--- src/rtl/huffman_bit_packer.sv ---
// Huffman code-table capture and MSB-first bit packer with valid/ready byte output.
// Optional macro HUFF_PACK_ERR_EN adds the sticky err_unknown_o flag.
module huffman_bit_packer #(
  parameter int bit_width  = 7,
  parameter int max_symbol = 255
) (
  input  logic               clock_i,
  input  logic               rst_i,
  input  logic               tbl_valid_i,
  input  logic [bit_width:0] tbl_symbol_i,
  input  logic [3:0]         tbl_length_i,
  input  logic [bit_width:0] tbl_code_i,
  input  logic               tbl_done_i,
  input  logic               sym_valid_i,
  input  logic [bit_width:0] sym_data_i,
  input  logic               sym_last_i,
  output logic               sym_ready_o,
  output logic               byte_valid_o,
  output logic [7:0]         byte_data_o,
  output logic               byte_last_o,
  output logic [2:0]         pad_bits_o,
  input  logic               byte_ready_i,
  output logic               done_o,
  output logic [2:0]         out_state_o
`ifdef HUFF_PACK_ERR_EN
  ,output logic              err_unknown_o
`endif
);

  typedef enum logic [2:0] {
    IDLE   = 3'd0,
    LOAD   = 3'd1,
    ENCODE = 3'd2,
    FLUSH  = 3'd3,
    DONE   = 3'd4
  } state_t;

  state_t              state_q;
  logic [3:0]          lenTable_q  [0:max_symbol];
  logic [bit_width:0]  codeTable_q [0:max_symbol];
  logic [max_symbol:0] entryValid_q;
  logic [15:0]         acc_q, acc_d;
  logic [4:0]          accCnt_q, accCnt_d;
  logic                byteValid_q, byteLast_q, done_q;
  logic [7:0]          byteData_q;
  logic [2:0]          padBits_q;

  logic        symReady, accept, slotFree, emitFull, hit, tblLegal, tblWrite;
  logic [3:0]  appendLen;
  logic [7:0]  appendBits;
  logic [15:0] shifted;
  logic [4:0]  baseCnt;

  // Emit (shift out the top byte) happens before the new code lands, so the
  // append position is computed from the post-shift bit count.
  always_comb begin
    symReady   = (state_q == ENCODE) && (accCnt_q <= 5'd8);
    accept     = sym_valid_i && symReady;
    slotFree   = !byteValid_q || byte_ready_i;
    emitFull   = (accCnt_q >= 5'd8) && slotFree;
    hit        = entryValid_q[sym_data_i];
    appendLen  = (accept && hit) ? lenTable_q[sym_data_i] : 4'd0;
    appendBits = codeTable_q[sym_data_i] & (8'hFF >> (4'd8 - appendLen));
    shifted    = emitFull ? {acc_q[7:0], 8'h00} : acc_q;
    baseCnt    = emitFull ? (accCnt_q - 5'd8) : accCnt_q;
    acc_d      = shifted | ({8'h00, appendBits} << (5'd16 - baseCnt - {1'b0, appendLen}));
    accCnt_d   = baseCnt + {1'b0, appendLen};
    tblLegal   = (tbl_length_i != 4'd0) && (tbl_length_i <= 4'd8);
    tblWrite   = tbl_valid_i && tblLegal && ((state_q == IDLE) || (state_q == LOAD));
  end

  always_ff @(posedge clock_i) begin
    if (tblWrite) begin
      lenTable_q[tbl_symbol_i]  <= tbl_length_i;
      codeTable_q[tbl_symbol_i] <= tbl_code_i;
    end
  end

  always_ff @(posedge clock_i or posedge rst_i) begin
    if (rst_i) begin
      state_q      <= IDLE;
      entryValid_q <= '0;
      acc_q        <= '0;
      accCnt_q     <= '0;
      byteValid_q  <= 1'b0;
      byteData_q   <= '0;
      byteLast_q   <= 1'b0;
      padBits_q    <= '0;
      done_q       <= 1'b0;
    end else begin
      case (state_q)
        IDLE: begin
          if (tbl_valid_i) begin
            entryValid_q <= tblLegal ? ({{max_symbol{1'b0}}, 1'b1} << tbl_symbol_i) : '0;
            state_q      <= LOAD;
          end
        end
        LOAD: begin
          if (tbl_valid_i && tblLegal) entryValid_q[tbl_symbol_i] <= 1'b1;
          if (tbl_done_i) state_q <= ENCODE;
        end
        ENCODE: begin
          acc_q    <= acc_d;
          accCnt_q <= accCnt_d;
          if (emitFull) begin
            byteValid_q <= 1'b1;
            byteData_q  <= acc_q[15:8];
            byteLast_q  <= accept && sym_last_i && (accCnt_d == 5'd0);
            padBits_q   <= '0;
          end else if (byteValid_q && byte_ready_i) begin
            byteValid_q <= 1'b0;
            byteLast_q  <= 1'b0;
          end
          if (accept && sym_last_i) state_q <= FLUSH;
        end
        FLUSH: begin
          if (slotFree) begin
            if (accCnt_q >= 5'd8) begin
              byteValid_q <= 1'b1;
              byteData_q  <= acc_q[15:8];
              byteLast_q  <= (accCnt_q == 5'd8);
              padBits_q   <= '0;
              acc_q       <= {acc_q[7:0], 8'h00};
              accCnt_q    <= accCnt_q - 5'd8;
            end else if (accCnt_q != 5'd0) begin
              byteValid_q <= 1'b1;
              byteData_q  <= acc_q[15:8];
              byteLast_q  <= 1'b1;
              padBits_q   <= 3'(5'd8 - accCnt_q);
              acc_q       <= '0;
              accCnt_q    <= '0;
            end else begin
              byteValid_q <= 1'b0;
              byteLast_q  <= 1'b0;
              padBits_q   <= '0;
              done_q      <= 1'b1;
              state_q     <= DONE;
            end
          end
        end
        DONE: begin
          done_q  <= 1'b0;
          state_q <= IDLE;
        end
        default: state_q <= IDLE;
      endcase
    end
  end

`ifdef HUFF_PACK_ERR_EN
  logic errUnknown_q;

  // Sticky until the next table load begins; the first entry of a load can itself set it.
  always_ff @(posedge clock_i or posedge rst_i) begin
    if (rst_i) begin
      errUnknown_q <= 1'b0;
    end else if (state_q == IDLE && tbl_valid_i) begin
      errUnknown_q <= !tblLegal;
    end else if ((state_q == LOAD && tbl_valid_i && !tblLegal) || (accept && !hit)) begin
      errUnknown_q <= 1'b1;
    end
  end

  assign err_unknown_o = errUnknown_q;
`endif

  assign sym_ready_o  = symReady;
  assign byte_valid_o = byteValid_q;
  assign byte_data_o  = byteData_q;
  assign byte_last_o  = byteLast_q;
  assign pad_bits_o   = padBits_q;
  assign done_o       = done_q;
  assign out_state_o  = state_q;

endmodule

--- config.mk ---
export PLATFORM = sky130hd
export DESIGN_NAME = huffman_bit_packer
export DESIGN_NICKNAME = d
export VERILOG_FILES = /design/src/rtl/huffman_bit_packer.sv
export SDC_FILE = /design/constraint.sdc
export NUM_CORES = 2
export LEC_CHECK = 0
export BUFFER_PORTS_ARGS = -buffer_cell sky130_fd_sc_hd__buf_2
export CAP_MARGIN = 10
export CORE_MARGIN = 2
export CORE_UTILIZATION = 30
export CTS_BUF_LIST = sky130_fd_sc_hd__clkbuf_4 sky130_fd_sc_hd__clkbuf_8
export DETAILED_ROUTE_END_ITERATION = 8
export PLACE_DENSITY = 0.42
export SLEW_MARGIN = 20
export SYNTH_ARGS = -nofsm -noshare
export SYNTH_HDL_FRONTEND = slang
export SYNTH_SLANG_ARGS = --single-unit
--- constraint.sdc ---
create_clock -name clock_i -period 11.7 [get_ports clock_i]
set_clock_uncertainty 0.15 [all_clocks]
set_input_delay 2.34 -clock clock_i [delete_from_list [all_inputs] [get_ports clock_i]]
set_output_delay 2.34 -clock clock_i [all_outputs]
set_load 0.005 [all_outputs]
==> impl_metrics.py <==
metrics = {
    "setup_path": {
        "crit_path_max_fanout": 76,
        "crit_slowest_cell": "a32oi_1",
        "crit_type": "input port to register",
        "cp.arrival_ps": 9590,
        "path_cells": "buf_8 > buf_12 > buf_4 > mux4_2 > nand2_1 > a32oi_1 > o21ai_0 > o211a_1 > nand4_2 > nor2b_1 > ha_1 > ha_1 > a21oi_1 > xnor2_1 > xnor2_1 > nand2b_1 > or3_1 > o41ai_1 > a31oi_1 > o21ai_0",
        "cp.required_ps": 12660,
        "reg2reg_slack_ps": 4620,
        "r2r_start": "out_state_o[0]",
        "rr_endpoint": "acc_q[9]",
        "cpLargestDelayFamily": "compound AO/OA/AOI/OAI gates",
        "worstSetupEndpointType": "register",
        "cp-start-kind": "input port",
        "crit_cells": 20,
        "cp_num_buf_inv": 3,
        "slowest_delay_ps": 1000,
        "rr_worst_depth": 21,
    },
    "logic_synthesis": {
        "async_flop_share_pct": 8.734,
        "synth_edf_count": 3072,
        "ys_warn_count": 0,
        "yosys.area.top_type_share_pct": 68.34,
        "synthCells": 6891,
        "synth_area_um2": 135000,
        "synth.distinct_cells": 102,
        "synth_nets": 6945,
        "yosysTopAreaCell": "edfxtp_1",
        "netlist_top_cells_count": "3,072 x edfxtp_1, 830 x mux4_2, 428 x nor2_1, 304 x a21oi_1, 294 x dfrtp_1",
        "synth.most_common_cell": "edfxtp_1",
        "synth.avg_cell_area_um2": 19.59,
        "seq_area_frac_synth_pct": 73.79,
        "ys_ff_latch": 3366,
        "synthFlopType": "edfxtp_1",
        "synthTopCellsByArea": "edfxtp_1 68%, mux4_2 14%, dfrtp_1 5.5%",
    },
    "layout": {
        "area_growth_pct": 15.61,
        "finalNonFillerCells": 13990,
        "final_area_um2": 156000,
        "nFillCells": 42210,
        "fin_util_pct": 34.80,
        "nets": 7606,
        "drive_above_1_share_pct": 31.40,
    },
    "global_route": {
        "met2_usage_pct": 35.14,
        "grt.total_usage_pct": 22.05,
        "grt-busiest-layer": "met2",
        "grt-ovfl-total": 0,
        "use_met1_pct": 30.40,
        "grt_pass1_vias": 75890,
        "antenna_found_initial": 35,
        "grt_pass1_wl_mm": 683.9,
        "grt_use_met3_pct": 4.164,
        "grt_max_degree": 148,
    },
    "floorplan": {
        "rows": 246,
        "start_util_pct": 30.10,
        "die_height_um": 674.8,
        "ios": 53,
        "fp.dieW_um": 674.8,
        "core_um2": 448500,
        "dieArea_um2": 455300,
    },
    "cts": {
        "cts_setup_buffers": 0,
        "cts.clk_slew.worst_paths_ps": 60,
        "cts_root_buf": "clkbuf_8",
        "clk_latency_ps": 1240,
        "cts-htree-levels": 6,
        "cts_resized": 0,
        "cts_tree": "yes",
        "cts_made_buffers": 590,
        "cts_hold_buf": 0,
        "clock-sinks": 3366,
        "max-clock-path-buffers": 4,
    },
    "sta": {
        "fin_crit_ps": 8631,
        "rsz0062_at_grt": "no",
        "slew_violations": 0,
        "slew_headroom_pct": 9.689,
        "post-route-period-util_pct": 73.77,
        "fmax_ghz": 0.1159,
        "finalHoldViolCount": 0,
        "tightest_slew_ps": 1344,
        "fin_tns_setup_ps": 0,
        "finalSetupViolCount": 0,
    },
    "hold_path": {
        "hp-start": "entryValid_q[96]",
        "min_to": "entryValid_q[96]",
        "worstHoldPathType": "register to register",
        "hold_path_depth": 1,
    },
    "detailed_routing": {
        "firstDrtPassIters": 7,
        "vias": 75810,
        "drt.antenna.violating_nets": 0,
        "wl_per_cell_um": 36.46,
        "drt_wl_total_mm": 510.0,
        "route.detailed.drc": 0,
        "vias_per_cell": 5.420,
        "drt-initial-drc-count": 9335,
    },
    "place": {
        "place_area_um2": 144400,
        "dp_hpwl_mm": 327.0,
        "io_buffers": 52,
        "finalWeightedCongestion": 0.9281,
        "place_inst": 12910,
    },
    "pwr": {
        "p_per_area_nw_per_um2": 168.5,
        "vdd_ir_drop_max_mv": 0.1299,
        "power_leakage_nw": 51.81,
    },
    "flow_run": {
        "drv_cap": 0,
    },
    "status": {
        "status": "finished, final reports clean",
    },
}
==> placed cells by master, fill, tap and decap left out, types with 34 or more instances in the layout <==
cell type  netlist  final
a21oi_1        304    302
buf_4           60    422
clkinv_2         0     53
clkbuf_4         3    205
mux2i_1        181    180
clkinv_1         2    116
nand2_1        240    238
nand3_1         90     90
mux4_2         830    830
dfrtp_1        294    294
a22oi_1        113    113
edfxtp_1      3072   3072
nor2b_1         46     38
o22ai_1         36     36
nor3_1         150     42
a31oi_1         55     55
buf_2           83     34
nor2_1         428    396
o21ai_0         65     63
nor3_2           2     94
clkbuf_8         0    627
mux2_2          55     55
a21o_1         121    121
==> power by group <==
group	internal [W]	total, W	switching (W)
Combinational	0.000674	0.00228	0.00161
Clock	0.00571	0.0108	0.00505
Sequential	0.0132	0.0132	0.0000566
Total	0.0196	0.0263	0.00672
==> kinds of logic (layout without fill, tap and decap cells) <==
logic type | Yosys count | count (layout) | share of synthesized area, %
DFF | 3366 | 3366 | 73.79
and+or+nand+nor | 1081 | 1081 | 3.601
muxes | 1077 | 1077 | 15.85
AOI/OAI and AO/OA | 881 | 881 | 4.293
buffers and inverters | 454 | 1573 | 2.183
adders and majority gates | 19 | 19 | 0.1928
xor gates and xnor gates | 13 | 13 | 0.08435
other | 0 | 25 | 0
==> through the flow <==
| step | hold slack (ps) | worst slack [ps] | total power (W) |
|---|---|---|---|
| final | 325.0 | 3069 | 0.02629 |
| after global routing | 335.1 | 2988 | 0.02716 |
| after CTS | 322.8 | 3309 | 0.02653 |
| after detailed placement | 310.2 | 2003 | 0.01574 |
| after global placement | 304.1 | 1858 | 0.01573 |
| after floorplan | 294.1 | 1091 | 0.01471 |
==> state kept, by name, indices dropped and copies added (netlist names), 3 cells and up <==
register and count:
accCnt_q 5, acc_q 16, byte_data_o 8, codeTable_q 2048, entryValid_q 256, lenTable_q 1024
out_state_o 3, pad_bits_o 3
==> per-layer routing <==
metal,vias up,share of wire [%],routed length [um]
met5,-,0.0053,27
li1,29810,-,-
met4,4,3.6,18350
met2,3325,47,238000
met1,41860,43,217600
met3,804,7.1,36100
==> how the worst max path moves through the flow <==
stage	start	endpoint	slack, ps
global route	sym_data_i[0]	acc_q[9]	2990
floorplan	rst_i	accCnt_q[0]	1090
CTS	sym_data_i[0]	acc_q[9]	3310
global placement	sym_data_i[4]	acc_q[9]	1860
finish	sym_data_i[1]	acc_q[9]	3070
detailed placement	sym_data_i[0]	acc_q[9]	2000
==> cell type report <==
class	instances	area (um^2)	share of cell area, %
Tap cell	5952	7447	4.772
Inverter	27	123.9	0.07938
Sequential cell	3366	99610	63.83
Clock inverter	224	1414	0.9060
Antenna cell	25	62.56	0.04009
Timing Repair Buffer	496	4031	2.583
Multi-Input combinational cell	3071	33280	21.33
Clock buffer	826	10090	6.463
Note: power is estimated with default switching activity, not from simulation.
